**config.mk**
```make
export PLATFORM = sky130hd
export DESIGN_NAME = cv32e40x_bch_predictor
export DESIGN_NICKNAME = d
export VERILOG_FILES = /design/src/rtl/cv32e40x_bch_predictor.sv
export SDC_FILE = /design/constraint.sdc
export NUM_CORES = 1
export LEC_CHECK = 0
export BUFFER_PORTS_ARGS = -buffer_cell sky130_fd_sc_hd__buf_2
export CELL_PAD_IN_SITES_DETAIL_PLACEMENT = 0
export CELL_PAD_IN_SITES_GLOBAL_PLACEMENT = 2
export CORE_MARGIN = 8
export CORE_UTILIZATION = 27
export CTS_CLUSTER_SIZE = 40
export DETAILED_ROUTE_END_ITERATION = 6
export GPL_ROUTABILITY_DRIVEN = 0
export PLACE_DENSITY_LB_ADDON = 0.1
export SKIP_CTS_REPAIR_TIMING = 1
export SYNTH_ARGS = -nofsm -noshare
export SYNTH_HDL_FRONTEND = slang
export SYNTH_SLANG_ARGS = --single-unit
```
**constraint.sdc**
```tcl
create_clock -name clk -period 12.6 [get_ports clk]
set_input_delay 1.89 -clock clk [delete_from_list [all_inputs] [get_ports clk]]
set_output_delay 1.89 -clock clk [all_outputs]
set_load 0.01 [all_outputs]
```
**src/rtl/cv32e40x_bch_predictor.sv**
```systemverilog
// ID-stage branch/jump target unit with a BHT predictor and BTFN fallback; targets and prediction are combinational.
// The BHT and flush walk are built only when CV32E40X_BCH_PREDICT_BHT_EN is defined.
package cv32e40x_bch_pkg;
  typedef enum logic [1:0] {
    CT_NONE = 2'b00,
    CT_JAL  = 2'b01,
    CT_JALR = 2'b10,
    CT_BCH  = 2'b11
  } bch_jmp_mux_e;
endpackage

module cv32e40x_bch_predictor
  import cv32e40x_bch_pkg::*;
#(
  parameter int BHT_DEPTH = 64,
  parameter int CNT_W     = 16,
  localparam int IDX_W    = $clog2(BHT_DEPTH)
) (
  input  logic             clk,
  input  logic             rst_n,
  input  logic             id_valid_i,
  input  bch_jmp_mux_e     bch_jmp_mux_sel_i,
  input  logic [31:0]      pc_id_i,
  input  logic [31:0]      imm_uj_type_i,
  input  logic [31:0]      imm_sb_type_i,
  input  logic [31:0]      imm_i_type_i,
  input  logic [31:0]      jalr_fw_i,
  output logic [31:0]      bch_target_o,
  output logic [31:0]      jmp_target_o,
  output logic             bch_prediction_id_o,
  output logic [IDX_W-1:0] bch_pred_idx_o,
  input  logic             bch_resolve_valid_i,
  input  logic [IDX_W-1:0] bch_resolve_idx_i,
  input  logic             bch_resolve_taken_i,
  input  logic             bch_resolve_mispred_i,
  input  logic             bht_flush_i,
  output logic             bht_flush_busy_o,
  output logic [CNT_W-1:0] mispred_cnt_o
);

  logic [31:0] target;
  logic        is_bch;

  always_comb begin
    target = jalr_fw_i + imm_i_type_i;
    case (bch_jmp_mux_sel_i)
      CT_JAL:  target = pc_id_i + imm_uj_type_i;
      CT_BCH:  target = pc_id_i + imm_sb_type_i;
      default: target = jalr_fw_i + imm_i_type_i;
    endcase
  end

  assign bch_target_o   = target;
  assign jmp_target_o   = target;
  assign bch_pred_idx_o = pc_id_i[IDX_W:1];
  assign is_bch         = id_valid_i && (bch_jmp_mux_sel_i == CT_BCH);

  always_ff @(posedge clk or negedge rst_n) begin
    if (!rst_n) begin
      mispred_cnt_o <= '0;
    end else if (bch_resolve_valid_i && bch_resolve_mispred_i && (mispred_cnt_o != '1)) begin
      mispred_cnt_o <= mispred_cnt_o + CNT_W'(1);
    end
  end

`ifdef CV32E40X_BCH_PREDICT_BHT_EN
  typedef enum logic {IDLE = 1'b0, FLUSH = 1'b1} flush_state_e;

  flush_state_e     state_q, state_d;
  logic [IDX_W-1:0] ptr_q, ptr_d;
  logic [1:0]       bht_q [BHT_DEPTH];

  always_ff @(posedge clk or negedge rst_n) begin
    if (!rst_n) begin
      state_q <= IDLE;
      ptr_q   <= '0;
    end else begin
      state_q <= state_d;
      ptr_q   <= ptr_d;
    end
  end

  // A flush request in FLUSH restarts the walk from entry 0.
  always_comb begin
    state_d = state_q;
    ptr_d   = ptr_q;
    case (state_q)
      IDLE: begin
        if (bht_flush_i) begin
          state_d = FLUSH;
          ptr_d   = '0;
        end
      end
      FLUSH: begin
        if (bht_flush_i) begin
          ptr_d = '0;
        end else if (ptr_q == IDX_W'(BHT_DEPTH - 1)) begin
          state_d = IDLE;
          ptr_d   = '0;
        end else begin
          ptr_d = ptr_q + IDX_W'(1);
        end
      end
      default: begin
        state_d = IDLE;
        ptr_d   = '0;
      end
    endcase
  end

  always_comb begin
    bht_flush_busy_o = (state_q == FLUSH);
  end

  always_ff @(posedge clk or negedge rst_n) begin
    if (!rst_n) begin
      for (int i = 0; i < BHT_DEPTH; i++) begin
        bht_q[i] <= 2'b01;
      end
    end else if (state_q == FLUSH) begin
      bht_q[ptr_q] <= 2'b01;
    end else if (bch_resolve_valid_i) begin
      if (bch_resolve_taken_i) begin
        if (bht_q[bch_resolve_idx_i] != 2'b11) begin
          bht_q[bch_resolve_idx_i] <= bht_q[bch_resolve_idx_i] + 2'b01;
        end
      end else if (bht_q[bch_resolve_idx_i] != 2'b00) begin
        bht_q[bch_resolve_idx_i] <= bht_q[bch_resolve_idx_i] - 2'b01;
      end
    end
  end

  // While the table is being rewritten its contents are stale; fall back to BTFN.
  always_comb begin
    bch_prediction_id_o = 1'b0;
    if (is_bch) begin
      bch_prediction_id_o = bht_flush_busy_o ? imm_sb_type_i[31] : bht_q[bch_pred_idx_o][1];
    end
  end
`else
  logic unused_bht_inputs;

  assign unused_bht_inputs   = ^{bht_flush_i, bch_resolve_idx_i, bch_resolve_taken_i};
  assign bht_flush_busy_o    = 1'b0;
  assign bch_prediction_id_o = is_bch && imm_sb_type_i[31];
`endif

endmodule

```
==> run summary <==
OUTCOME
----------------------------------------------------------------------------------
Outcome ............................................................. finished clean

GLOBAL ROUTING
----------------------------------------------------------------------------------
Total global routing track utilization ..............................        14.9%
Congestion Overflow GR ..............................................            0
Number of global-route vias before repair ...........................         5569
Initial antenna violation count .....................................            1
Pin count of the biggest net entering global routing ................           45
Global-route wire length before repair ..............................     29600 um

DETAILED ROUTING
----------------------------------------------------------------------------------
Total Wirelength ....................................................     18600 um
Number of vias in the routed layout .................................         5411
Final ANT Viol Nets .................................................            0
Drt drc .............................................................            0
DR vias/cell ........................................................         4.92
Routed len/inst .....................................................      16.9 um
Initial detailed-routing violation count ............................          201
First-pass iteration count of the detailed router ...................            4

STA
----------------------------------------------------------------------------------
Highest attainable clock frequency ..................................    0.119 GHz
Worst-margin pin slew ...............................................     0.909 ns
Layout Skew .........................................................   0.00152 ns
Endpoints failing setup .............................................            0
Final critical path time including I/O delays and setup .............      8.43 ns
Hold violation count in the final report ............................            0
Unrepaired setup endpoints after global routing .....................           no
Max-slew violation count ............................................            0
Fin worst setup slack ...............................................      4.17 ns
Final total negative setup slack ....................................         0 ns
Final worst path period share .......................................        66.9%
Worst slew margin relative to its limit .............................        39.4%

CRITICAL PATH
----------------------------------------------------------------------------------
CP endpoint kind ....................................................   output pin
Data arrival time of the critical path ..............................      6.54 ns
Critical register-to-register path startpoint ....................... mispred_cnt_o[0]
Required time at the endpoint of the critical path ..................     10.71 ns
Worst setup slack for register-to-register paths ....................     10.27 ns
Worst Reg2Reg Path Length in Cells ..................................            9
Worst reg2reg endpoint .............................................. mispred_cnt_o[15]
Sort of element at the start of the critical path ...................    input pin
Biggest fanout along the worst timing path ..........................           44
Worst setup path category ...........................................       in2out

FLOORPLAN
----------------------------------------------------------------------------------
Core area ...........................................................    18700 um2
# rows ..............................................................           50
Total die area ......................................................    23700 um2
Starting density of the core ........................................        27.5%
I/O pin count .......................................................          263
Width of the die ....................................................       154 um
Die Span Y ..........................................................       154 um

POWER
----------------------------------------------------------------------------------
Static power due to leakage .........................................      3.18 nW
Maximum ir drop on the vdd rail .....................................      73.8 uV
Power per unit of standard cell area ................................  82.3 nW/um2
Power after layout ..................................................       523 uW

CLOCK NETWORK
----------------------------------------------------------------------------------
Clk pin slew, worst setup/hold paths ................................      0.05 ns
CTS H-tree depth ....................................................            1
Insertion delay to the later sink of the worst-skew pair ............      0.24 ns
Number of buffers inserted during clock tree synthesis ..............            3
Buffer levels on the longest clock path .............................            2
Number of clock sinks ...............................................           16
Clock tree from TritonCTS ...........................................          yes
Cell at the root of the clock tree .................................. sky130_fd_sc_hd__clkbuf_16

CELLS AND AREA
----------------------------------------------------------------------------------
Post-synthesis to final-layout area growth ..........................        23.8%
Net total in the final layout .......................................         1110
Register with the most flip-flops ................................... mispred_cnt_o
Filler Cells Inserted ...............................................         2068
Biggest regs ........................................................ mispred_cnt_o (16)
Share of layout cells above drive strength 1 ........................        35.7%
Flip-flop count of the largest register, all copies and words added .           16
Antenna diodes ......................................................            0
Final non-filler cell area ..........................................     6360 um2

MIN PATH
----------------------------------------------------------------------------------
Worst Hold Depth ....................................................            1
Min-Delay Startpoint ................................................ mispred_cnt_o[15]
Worst Hold End ...................................................... mispred_cnt_o[15]
Hold/Removal Path Class .............................................      reg2reg

PLACED DESIGN
----------------------------------------------------------------------------------
Instance area at placement ..........................................     6280 um2
Placed wire-length estimate after detailed placement ................     16600 um
Count of buffers from port buffering ................................          253
Post-place setup slack ..............................................      4.09 ns

LOGIC SYNTHESIS
----------------------------------------------------------------------------------
Cell area after technology mapping ..................................     5140 um2
Net count after synthesis ...........................................          909
Cell type with the largest total area after synthesis ............... sky130_fd_sc_hd__ha_1
Post-synth EDFFs ....................................................            0
Netlist cell types ..................................................           70
Seq cells post-synth ................................................           16
Area share of the leading cell type in the synthesized netlist ......        16.1%
Instance count of the mapped netlist ................................          666
Leading register cell type out of synthesis ......................... sky130_fd_sc_hd__dfrtp_1
Top cells by area in the synthesized netlist ........................ sky130_fd_sc_hd__ha_1 (16%), sky130_fd_sc_hd__dfrtp_1 (7.8%), sky130_fd_sc_hd__mux2_2 (7.5%), sky130_fd_sc_hd__a21oi_1 (6.5%), sky130_fd_sc_hd__xnor2_1 (6.1%)
Post-synthesis async set-or-reset flop share ........................         100%
Synth warnings ......................................................            0
Part of the Yosys area used for sequential elements .................        7.80%
Avg Synthesized Cell Area ...........................................     7.71 um2

FLOW RUN
----------------------------------------------------------------------------------
Number of max-capacitance violations reported .......................            0

worst max path at each step:
stage                         start               end  cells past startpoint
6_report       bch_jmp_mux_sel_i[0]  jmp_target_o[25]                     14
2_1_floorplan  bch_jmp_mux_sel_i[0]  jmp_target_o[30]                     16
3_3_place_gp   bch_jmp_mux_sel_i[0]  bch_target_o[25]                     14
4_1_cts        bch_jmp_mux_sel_i[0]  jmp_target_o[25]                     14
3_5_place_dp   bch_jmp_mux_sel_i[0]  jmp_target_o[25]                     14
5_1_grt        bch_jmp_mux_sel_i[0]  jmp_target_o[30]                     16
layout make-up:
| type | instances | area, um2 | share of cell area, % |
|---|---|---|---|
| inverters | 24 | 90.1 | 1.42 |
| clock buffers | 3 | 75.1 | 1.18 |
| multi-input cells | 567 | 4220 | 66.4 |
| repair buffers | 255 | 1280 | 20.1 |
| flip-flops and latches | 16 | 400 | 6.30 |
| well taps | 234 | 293 | 4.60 |
stage by stage:
stage / utilization [%] / cells / hold WS (ns)
finish: 34.0 / 1099 / 0.497
global placement: 33.6 / 1096 / 0.477
detailed placement: 33.6 / 1096 / 0.490
floorplan: - / 666 / 0.520
global route: 34.0 / 1099 / 0.540
CTS: 34.0 / 1099 / 0.503
cells in the mapped netlist (all sizes together), types with 8 or more instances:
library cell  count
a21oi            67
ha               66
nand2            50
buf              45
nor2             41
o21ai            41
xnor2            36
mux2             34
xor2             29
a21o             28
inv              24
nand3            18
dfrtp            16
nand4            15
clkbuf           13
a211oi           11
o211ai           10
mux2i             8
nor3              8
power breakdown:
| group | total [mW] | internal [mW] | switching, mW | leakage [nW] |
|---|---|---|---|---|
| clock | 0.0610 | 0.0417 | 0.0193 | 0.0370 |
| combinational | 0.389 | 0.167 | 0.222 | 2.93 |
| sequential | 0.0732 | 0.0606 | 0.0126 | 0.209 |
| total | 0.523 | 0.270 | 0.254 | 3.18 |
cells by family (layout without fill, tap and decap cells):
kind of cell	count (synthesis)	count (layout)	synth area share, %
compound gates	214	214	28.0
simple gates	177	177	17.1
buf+inv	83	282	10.1
fa+ha+maj	68	68	16.9
xor+xnor	65	65	11.1
mux	42	42	9.01
flops	16	16	7.80
other cells	1	1	0.0730
metal layers:
layer	track usage, %	up-vias	wire [um]
met5	0	-	13
met4	1.03	2	61
met3	3.17	10	1180
met2	24.2	157	8150
met1	20.5	2418	9220
li1	-	2824	-
cell usage in the layout, fill, tap and decap left out, types with 3 or more instances in the layout:
| master | instances |
|---|---|
| sky130_fd_sc_hd__xnor2_1 | 36 |
| sky130_fd_sc_hd__o21ai_0 | 23 |
| sky130_fd_sc_hd__nand3_1 | 18 |
| sky130_fd_sc_hd__inv_1 | 24 |
| sky130_fd_sc_hd__nand4_1 | 13 |
| sky130_fd_sc_hd__and4_1 | 4 |
| sky130_fd_sc_hd__o21bai_1 | 7 |
| sky130_fd_sc_hd__or4_1 | 3 |
| sky130_fd_sc_hd__dfrtp_1 | 16 |
| sky130_fd_sc_hd__or3_1 | 4 |
| sky130_fd_sc_hd__and3_1 | 6 |
| sky130_fd_sc_hd__nor2_1 | 41 |
| sky130_fd_sc_hd__o21ai_1 | 18 |
| sky130_fd_sc_hd__mux2i_1 | 8 |
| sky130_fd_sc_hd__mux2_2 | 34 |
| sky130_fd_sc_hd__nor3_1 | 7 |
| sky130_fd_sc_hd__ha_1 | 66 |
| sky130_fd_sc_hd__xor2_1 | 29 |
| sky130_fd_sc_hd__nand2_1 | 50 |
| sky130_fd_sc_hd__buf_2 | 253 |
| sky130_fd_sc_hd__a21oi_1 | 67 |
| sky130_fd_sc_hd__a31oi_1 | 7 |
| sky130_fd_sc_hd__o211ai_1 | 9 |
| sky130_fd_sc_hd__clkbuf_16 | 3 |
| sky130_fd_sc_hd__a211oi_1 | 8 |
| sky130_fd_sc_hd__a31o_1 | 3 |
| sky130_fd_sc_hd__and2_1 | 6 |
| sky130_fd_sc_hd__nor2b_1 | 6 |
| sky130_fd_sc_hd__a211oi_2 | 3 |
| sky130_fd_sc_hd__o31ai_1 | 4 |
| sky130_fd_sc_hd__a21o_1 | 27 |
| sky130_fd_sc_hd__nor4_1 | 5 |
| sky130_fd_sc_hd__nand2b_1 | 7 |
| sky130_fd_sc_hd__o21a_1 | 5 |
critical path: stages:
cell and delay [ns]:
sky130_fd_sc_hd__buf_2 0.65, sky130_fd_sc_hd__nand2_1 0.67, sky130_fd_sc_hd__buf_4 0.42, sky130_fd_sc_hd__mux2_2 0.31
sky130_fd_sc_hd__ha_1 0.31, sky130_fd_sc_hd__a211oi_2 0.26, sky130_fd_sc_hd__o21ai_1 0.15, sky130_fd_sc_hd__o41a_1 0.49
sky130_fd_sc_hd__o41ai_4 0.45, sky130_fd_sc_hd__o211ai_1 0.20, sky130_fd_sc_hd__a21oi_1 0.20, sky130_fd_sc_hd__xor2_1 0.19
sky130_fd_sc_hd__mux2i_1 0.13, sky130_fd_sc_hd__buf_2 0.20
Power figures use the tool's default switching activity.
